## config.mk

```make
export PLATFORM = sky130hd
export DESIGN_NAME = seq_divider_8b
export DESIGN_NICKNAME = d
export VERILOG_FILES = /design/src/rtl/seq_divider_8b_pkg.sv /design/src/rtl/seq_divider_8b_div_sub.sv /design/src/rtl/seq_divider_8b.sv
export SDC_FILE = /design/constraint.sdc
export NUM_CORES = 1
export LEC_CHECK = 0
export BUFFER_PORTS_ARGS = -buffer_cell sky130_fd_sc_hd__buf_2
export CAP_MARGIN = 40
export CORE_UTILIZATION = 45
export DETAILED_ROUTE_END_ITERATION = 10
export GPL_TIMING_DRIVEN = 0
export PLACE_DENSITY_LB_ADDON = 0.12
export RECOVER_POWER = 25
export SLEW_MARGIN = 25
export SYNTH_ARGS = -nofsm -noshare
export SYNTH_HDL_FRONTEND = slang
export SYNTH_HIERARCHICAL = 1
export SYNTH_SLANG_ARGS = --single-unit
```

## constraint.sdc

```tcl
create_clock -name clk -period 2.3 [get_ports clk]
set_input_delay 0.115 -clock clk [delete_from_list [all_inputs] [get_ports clk]]
set_output_delay 0.115 -clock clk [all_outputs]
set_load 0.01 [all_outputs]
```

## src/rtl/seq_divider_8b_pkg.sv

```systemverilog
// Shared types and defaults for the sequential restoring divider.
// Widths default to the product/operand widths of the 4x4 multiplier it checks.
package seq_divider_8b_pkg;

    localparam int unsigned WxDefault = 8;
    localparam int unsigned WyDefault = 4;

    typedef enum logic [1:0] {
        StIdle,
        StRun,
        StDone
    } state_e;

    // Iteration counter must be able to hold the value wx.
    function automatic int unsigned cnt_width(input int unsigned wx);
        return $clog2(wx + 1);
    endfunction

endpackage

```

## src/rtl/seq_divider_8b_div_sub.sv

```systemverilog
// W-bit subtractor a + ~b + 1 using a parallel-prefix carry network.
// carry = 1 means a >= b (no borrow).
module div_sub #(
    parameter int unsigned W = 5
) (
    input  logic [W-1:0] a,
    input  logic [W-1:0] b,
    output logic [W-1:0] diff,
    output logic         carry
);

    localparam int unsigned Levels = $clog2(W);

    logic [W-1:0] prop0;
    logic [W-1:0] gen_pfx;

    assign prop0 = a ^ ~b;

    always_comb begin
        logic [W-1:0] g;
        logic [W-1:0] p;
        logic [W-1:0] g_nx;
        logic [W-1:0] p_nx;
        g_nx = '0;
        p_nx = '0;
        g    = a & ~b;
        p    = prop0;
        // Carry-in of 1 folded into bit 0 so every prefix G is directly a carry.
        g[0] = g[0] | p[0];
        for (int lvl = 0; lvl < int'(Levels); lvl++) begin
            g_nx = g;
            p_nx = p;
            for (int i = 0; i < int'(W); i++) begin
                if (i >= (1 << lvl)) begin
                    // Grey cell: neighbour span already reaches bit 0, only G needed.
                    g_nx[i] = g[i] | (p[i] & g[i - (1 << lvl)]);
                    // Black cell: span still open, keep P for later levels.
                    if (i >= (2 << lvl)) begin
                        p_nx[i] = p[i] & p[i - (1 << lvl)];
                    end
                end
            end
            g = g_nx;
            p = p_nx;
        end
        gen_pfx = g;
    end

    assign diff  = prop0 ^ {gen_pfx[W-2:0], 1'b1};
    assign carry = gen_pfx[W-1];

endmodule

```

## src/rtl/seq_divider_8b.sv

```systemverilog
// Iterative radix-2 restoring divider, WX-bit dividend by WY-bit divisor,
// one quotient bit per cycle, valid/ready on both sides.
module seq_divider_8b
    import seq_divider_8b_pkg::*;
#(
    parameter int unsigned WX = WxDefault,
    parameter int unsigned WY = WyDefault
) (
    input  logic          clk,
    input  logic          rst_n,
    input  logic          in_valid,
    output logic          in_ready,
    input  logic [WX-1:0] x,
    input  logic [WY-1:0] y,
    output logic          out_valid,
    input  logic          out_ready,
    output logic [WX-1:0] q,
    output logic [WY-1:0] r,
    output logic          div0
);

    localparam int unsigned CntW = cnt_width(WX);

    state_e        state_q;
    logic [WX-1:0] dvd_q;
    logic [WY-1:0] dsr_q;
    logic [WY:0]   rem_q;
    logic [CntW-1:0] cnt_q;

    logic [WY:0]   rem_shift;
    logic [WY:0]   diff;
    logic [WY:0]   rem_next;
    logic          no_borrow;
    logic          take_diff;
    logic [WX-1:0] quo_next;

    assign rem_shift = {rem_q[WY-1:0], dvd_q[WX-1]};

    div_sub #(
        .W(WY + 1)
    ) u_div_sub (
        .a    (rem_shift),
        .b    ({1'b0, dsr_q}),
        .diff (diff),
        .carry(no_borrow)
    );

    // A set bit shifted out of rem would always exceed the divisor.
    assign take_diff = no_borrow | rem_q[WY];
    assign rem_next  = take_diff ? diff : rem_shift;
    // Quotient bits enter at the LSB as dividend bits leave at the MSB.
    assign quo_next  = {dvd_q[WX-2:0], take_diff};

    always_ff @(posedge clk or negedge rst_n) begin
        if (!rst_n) begin
            state_q   <= StIdle;
            dvd_q     <= '0;
            dsr_q     <= '0;
            rem_q     <= '0;
            cnt_q     <= '0;
            in_ready  <= 1'b1;
            out_valid <= 1'b0;
            q         <= '0;
            r         <= '0;
            div0      <= 1'b0;
        end else begin
            unique case (state_q)
                StIdle: begin
                    if (in_valid && in_ready) begin
                        dvd_q    <= x;
                        dsr_q    <= y;
                        rem_q    <= '0;
                        cnt_q    <= '0;
                        in_ready <= 1'b0;
                        state_q  <= (y != '0) ? StRun : StDone;
                    end
                end
                StRun: begin
                    dvd_q <= quo_next;
                    rem_q <= rem_next;
                    cnt_q <= cnt_q + CntW'(1);
                    if (cnt_q == CntW'(WX - 1)) begin
                        q         <= quo_next;
                        r         <= rem_next[WY-1:0];
                        div0      <= 1'b0;
                        out_valid <= 1'b1;
                        state_q   <= StDone;
                    end
                end
                StDone: begin
                    // Entered with out_valid low only on the divide-by-zero path.
                    if (!out_valid) begin
                        q         <= '1;
                        r         <= dvd_q[WY-1:0];
                        div0      <= 1'b1;
                        out_valid <= 1'b1;
                    end else if (out_ready) begin
                        out_valid <= 1'b0;
                        in_ready  <= 1'b1;
                        state_q   <= StIdle;
                    end
                end
                default: begin
                    state_q <= StIdle;
                end
            endcase
        end
    end

endmodule
```

Word level (Yosys, flattened, before mapping)
Cells that the tools add are included.

operators by class
  add/sub/neg operators = 1
  equality and inequality tests = 8
  multiplexer cells = 30
  bitwise operators = 26
  reductions and logical operators = 12

operators by type and width
  operator             count
  $pmux 8 s2           2
  $mux 8               3
  $pmux 4 s2           2
  $and 1x1->1          12
  $mux 4               3
  $mux 2               5
  $mux 5               2
  $ne 2x2->1 const B   5
  $or 1x1->1           10
  $pmux 5 s2           1
  $xor 5x5->5          2
  $mux 1               8
  $reduce_and 4->1     2
  $pmux 1 s2           3
  $pmux 2 s3           1
  $reduce_and 2->1     3
  $reduce_bool 2->1    3
  $and 5x5->5          1
  $not 4->5            1
  $add 4x1->4 const B  1
  $eq 4x3->1 const B   1
  $reduce_bool 4->1    1
  $reduce_and 3->1     1
  $eq 2x1->1 const B   1
  other kinds (3)      3

storage, ports and cells
  register bits = 38

Logic depth before layout (Yosys ltp)
  word-level depth = 11
  gate-level depth with buffers = 8

By module
The synthesis kept the hierarchy.

by module, submodules not included
  module          times used  cells each  area an instance (um^2)  sequential area each (um^2)
  seq_divider_8b  1           167         1676.6                   952.2
  div_sub         1           29          201.4                    0.0

Worst setup path after synthesis
No wires, ideal clock.

  path type = reg2reg
  start point = register rem_q[1]
  end point = register r[0]
  library setup time = 0.143 ns
  data arrival time = 1.855 ns
  required time = 2.157 ns
  setup slack = 0.302 ns
  cell stages (with the launch flop) = 8
  buffers on the path = 0
  cell sequence = dfrtp_1 -> ha_1 -> o21ai_0 -> a21oi_1 -> o22a_1 -> nor2_1 -> mux2i_1 -> o221ai_1

between the ends
  word-level cells in the longest chain between the ends = 10
  elaborated cells between the ends (all ways) = 14

RTL lines
  what                    RTL line                      RTL
  from (decl)             seq_divider_8b.sv:27          logic [WY:0] rem_q;
  from (signal assigned)  seq_divider_8b.sv:80          rem_q <= rem_next;
  $xor 5x5->5             seq_divider_8b_div_sub.sv:17  assign prop0 = a ^ ~b;
  $and 1x1->1             seq_divider_8b_div_sub.sv:36  g_nx[i] = g[i] | (p[i] & g[i - (1 << lvl)]);
  $or 1x1->1              seq_divider_8b_div_sub.sv:36
  $and 1x1->1             seq_divider_8b_div_sub.sv:36
  $or 1x1->1              seq_divider_8b_div_sub.sv:36
  $or 1x1->1 (*)          seq_divider_8b_div_sub.sv:36
  via no_borrow           seq_divider_8b.sv:33          logic no_borrow;
  $or 1x1->1 (*)          seq_divider_8b.sv:49          assign take_diff = no_borrow | rem_q[WY];
  $mux 5 (*)              seq_divider_8b.sv:50          assign rem_next = take_diff ? diff : rem_shift;
  $mux 4 (*)              seq_divider_8b.sv:82          if (cnt_q == CntW'(WX - 1)) begin
  $pmux 4 s2 (*)          seq_divider_8b.sv:67          unique case (state_q)
  to (signal assigned)    seq_divider_8b.sv:84          r <= rem_next[WY-1:0];
  to (signal assigned)    seq_divider_8b.sv:94          r <= dvd_q[WY-1:0];
  to (decl)               seq_divider_8b.sv:18          output logic [WY-1:0] r,

Mark *: on every way through the listed nets, which the timed path passes. The rest lies on a longest branch. The select of a mux whose other input is x is not followed.
A chain may end at the register's enable or synchronous reset.

Final worst setup path
Ends and elaborated chain as after synthesis.

==> results.md <==
Power:
- Across the VDD grid, the largest voltage drop is 0.4099 mV.
- The power density over the cells is 533.7 nW/µm².
- The leakage power figure is 1.094 nW.
- Summing internal, switching and leakage power gives 1.178 mW.

Floorplanning:
- The die covers 4436 µm².
- The floorplan row count is 23.
- From left edge to right edge, the die measures 66.60 µm.
- The floorplan step set the die height to 66.60 µm.
- The total area inside the core boundary comes to 4000 µm².
- The number of primary I/O pins is 31.
- The effective utilization at floorplan is 46.95%.

STA:
- The final critical-path share of the clock period is 87.48%.
- Headroom to the max-slew limit came out at 36.60%.
- For the pin with the worst max-slew slack, the measured transition is 951.0 ps.
- The final-report max-slew violation count is 0.
- The final setup violation count is 0.
- The maximum clock skew at final layout is 5.932 ps.
- Setup repair after global routing left no endpoint under its margin.
- After layout, the minimum clock period comes to 2012 ps.
- In the post-route analysis, the smallest setup slack over all paths is 287.9 ps.
- The number of hold-slack violations in the final timing report was 0.
- Based on the critical path, the design can be clocked at up to 497.0 MHz.

Flow run:
- The tool flagged a number of max-cap violations equal to 0.

Outcome:
- The flow ran to the end, and the final reports show no timing, DRC or antenna violations.

Yosys:
- Measured against the total synthesized area, the mux share comes to 4.330%.
- By instance count, the leading cell after synthesis is sky130_fd_sc_hd__dfrtp_1.
- The synthesized netlist devotes 5.063% of its cell area to adder and majority cells.
- The synthesis-stage register bit count is 38.
- After synthesis, the most frequently instantiated cells are sky130_fd_sc_hd__dfrtp_1, sky130_fd_sc_hd__nand2_1, sky130_fd_sc_hd__inv_1.
- The netlist uses 39 different library cells.
- Summing the areas of all xor and xnor instances in the mapped netlist gives 1.399% of the synthesized area.
- A synthesized cell averages 9.582 µm².
- After technology mapping, the gate count stands at 196.
- After synthesis, the largest area contributor takes up 49.30% of total cell area.
- The synthesized netlist devotes 15.52% of its cell area to compound gates.
- The sequential fraction of the synthesis area is 50.70%.
- The share of synthesized flip-flops with an asynchronous set or reset is 100.0%.
- The synthesized design spends more area on one cell type than any other, namely sky130_fd_sc_hd__dfrtp_1.
- After synthesis the cells add up to 1878 µm².
- By area the synthesized netlist is led by sky130_fd_sc_hd__dfrtp_1, sky130_fd_sc_hd__nand2_1, sky130_fd_sc_hd__ha_1.
- For this run, the number of Yosys warnings is 6.
- Counting every net in the synthesized netlist gives 219.
- In the synthesized netlist the dominant register cell turns out to be sky130_fd_sc_hd__dfrtp_1.
- By area, the combinational part of the netlist is dominated by simple AND/OR/NAND/NOR gates.
- The share of synthesized cell area in and, or, nand and nor gates is 16.32%.
- The number of enable-type register cells in the synthesized netlist is 0.

Worst setup path:
- The setup check on the worst reg-to-reg path leaves a slack of 290 ps.
- The endpoint of the worst-slack reg-to-reg timing path is r[0]$_DFFE_PN0P_.
- The sort of element at the start of the critical path is a register.
- The worst setup path category is register to register.
- The critical-path maximum fanout is 7.
- The worst path required time is 2440 ps.
- The length in cells of the worst reg-to-reg path is 7.
- The endpoint class of the critical path is a register.
- The data arrival time of the critical path is 2150 ps.
- In this run the critical register-to-register path is launched from rem_q[1]$_DFFE_PN0P_.

Clocking:
- The depth of the CTS H-tree is 2.
- The buffer depth of the longest clock path is 2.
- After clock tree synthesis, the clock-pin slew on the worst setup and hold paths is 70 ps.
- The CTS sink count is 38.
- The clock tree from TritonCTS is done.
- The tree is rooted in a sky130_fd_sc_hd__clkbuf_8.
- The number of CTS-inserted buffers is 5.
- The worst-skew pair later-pin latency is 280 ps.

Cells and area:
- The number of antenna diodes in the final layout is 0.
- The fraction of final layout cells with drive strength greater than 1 is 20.34%.
- The net count of the finished layout is 258.
- Relative to the synthesized area, the layout overhead comes to 17.52%.
- The count of filler cells inserted in the layout is 394.
- The finished cells cover 2207 µm².

Worst hold path:
- The worst hold path begins at y[2].
- For hold timing, the worst endpoint is dsr_q[2]$_DFFE_PN0P_.
- Counting instances, the worst hold path has a depth of 3.
- The min-delay analysis places its worst path in the category primary input to register.

Route:
- The routed layout has 1,514 vias.
- The vias per cell is 5.294.
- For this block, the initial DRC count from the detailed router was 72.
- The per-cell routed wire length is 14.00 µm.
- The detailed-routing iteration count for the pre-antenna-repair pass is 5.
- The count of nets left with antenna violations once routing finished came out at 0.
- Summed over all layers, the routed wires come to 4.005 mm.
- The number of remaining DRC errors is 0.

Place:
- The total cell area at the placement stage is 2118 µm².
- The final RePlAce weighted congestion is 0.7572.
- After legalization and detailed placement, the total HPWL measured 2.945 mm.
- The count of input and output buffers is 30.
- At the placement stage, the worst setup path has a slack of -38.67 ps.

Global routing:
- The initial antenna violation count is 0.
- The first global-routing pass estimated 6.713 mm of wire.
- The number of global-route vias before repair is 1,446.
- The total overflow reported by the global router is 0.
- In the global route stage, overall resource usage came out at 20.56%.
- The pin count of the biggest net entering global routing is 22.
-- placed cells by master (no fill, tap or decap), types with 2 or more instances in the layout --
cell type and instances:
sky130_fd_sc_hd__nand2b_1 4, sky130_fd_sc_hd__clkbuf_1 6, sky130_fd_sc_hd__a21oi_1 12, sky130_fd_sc_hd__inv_1 17, sky130_fd_sc_hd__nor2_1 10, sky130_fd_sc_hd__nor3_1 3, sky130_fd_sc_hd__nor2b_1 2, sky130_fd_sc_hd__a22oi_1 5
sky130_fd_sc_hd__xor2_1 2, sky130_fd_sc_hd__mux2i_1 7, sky130_fd_sc_hd__o22ai_1 10, sky130_fd_sc_hd__o221ai_1 4, sky130_fd_sc_hd__buf_2 33, sky130_fd_sc_hd__nand2_1 26, sky130_fd_sc_hd__dfrtp_1 37, sky130_fd_sc_hd__ha_1 6
sky130_fd_sc_hd__o21ai_0 11, sky130_fd_sc_hd__clkbuf_8 6, sky130_fd_sc_hd__nand3_1 9
-- cell families (layout without fill, tap and decap cells) --
logic type	after synthesis	count (layout)
buffers and inverters	28	68
xor gates and xnor gates	3	3
DFF	38	38
adders and majority gates	7	7
muxes	8	8
and+or+nand+nor	64	64
AOI/OAI and AO/OA	47	47
other	1	1
-- metrics by stage --
step,setup TNS [ps],hold slack (ps),utilization (%),std cells
3_3_place_gp,-93.47,277.8,52.27,276
2_1_floorplan,0,-180.6,-,196
4_1_cts,0,38.60,55.65,286
5_1_grt,0,41.02,55.18,286
6_report,0,42.23,55.18,286
3_5_place_dp,-137.1,87.72,52.96,277
-- area by class of cell --
cell class	count	area [µm²]	area share, %
inverter	17	63.81	2.891
buffer	11	57.56	2.608
clock inverter	2	12.51	0.5669
clock buffer	6	82.58	3.741
sequential	38	952.2	43.14
multi-input combinational	130	812.0	36.79
timing repair buffer	32	163.9	7.426
tap	50	62.56	2.834
-- report_power, final --
part | internal [mW] | total (mW) | switching, mW
Combinational | 0.0156 | 0.0400 | 0.0244
Sequential | 0.669 | 0.669 | 0.000873
Clock | 0.241 | 0.469 | 0.228
Total | 0.925 | 1.18 | 0.253
-- flip-flops by register name, indices dropped and copies added, names as in the netlist --
| signal | cells |
|---|---|
| q | 8 |
| cnt_q | 4 |
| dsr_q | 4 |
| div0 | 1 |
| state_q | 2 |
| dvd_q | 8 |
| rem_q | 5 |
| r | 4 |
| in_ready | 1 |
| out_valid | 1 |
-- worst max-delay path, stage by stage, from the launching register on --
cell and delay [ps]:
sky130_fd_sc_hd__dfrtp_1 400, sky130_fd_sc_hd__ha_1 350, sky130_fd_sc_hd__o21ai_0 170, sky130_fd_sc_hd__a21oi_1 60, sky130_fd_sc_hd__o22a_1 220, sky130_fd_sc_hd__nor2_4 240, sky130_fd_sc_hd__mux2i_1 270, sky130_fd_sc_hd__o221ai_1 160
-- how the worst max path moves through the flow --
stage                                     from                to  slack, ps  cells past startpoint
after floorplan           rem_q[1]$_DFFE_PN0P_  r[0]$_DFFE_PN0P_        300                      7
after global placement    rem_q[1]$_DFFE_PN0P_  r[3]$_DFFE_PN0P_        -30                      7
after detailed placement  rem_q[1]$_DFFE_PN0P_  r[1]$_DFFE_PN0P_        -40                      7
after CTS                 rem_q[1]$_DFFE_PN0P_  r[3]$_DFFE_PN0P_        150                      7
after global routing      rem_q[1]$_DFFE_PN0P_  r[1]$_DFFE_PN0P_        100                      7
final                     rem_q[1]$_DFFE_PN0P_  r[0]$_DFFE_PN0P_        290                      7
-- layer usage --
| metal | track usage [%] | wire, µm | share of wire [%] | vias up |
|---|---|---|---|---|
| met2 | 32.95 | 1887 | 47 | 26 |
| met1 | 27.79 | 1961 | 49 | 729 |
| met5 | 0 | 0 | 0 | - |
| li1 | - | - | - | 757 |
| met3 | 5.137 | 129 | 3.2 | 2 |
| met4 | 4.787 | 27 | 0.67 | 0 |
-- what timing repair did --
item	CTS	global route
hold endpoints to repair	16	0
hold buffers	1	0
gates resized for setup	1	1
setup endpoints to repair	4	3
setup buffers	0	0
Power figures use the tool's default switching activity.
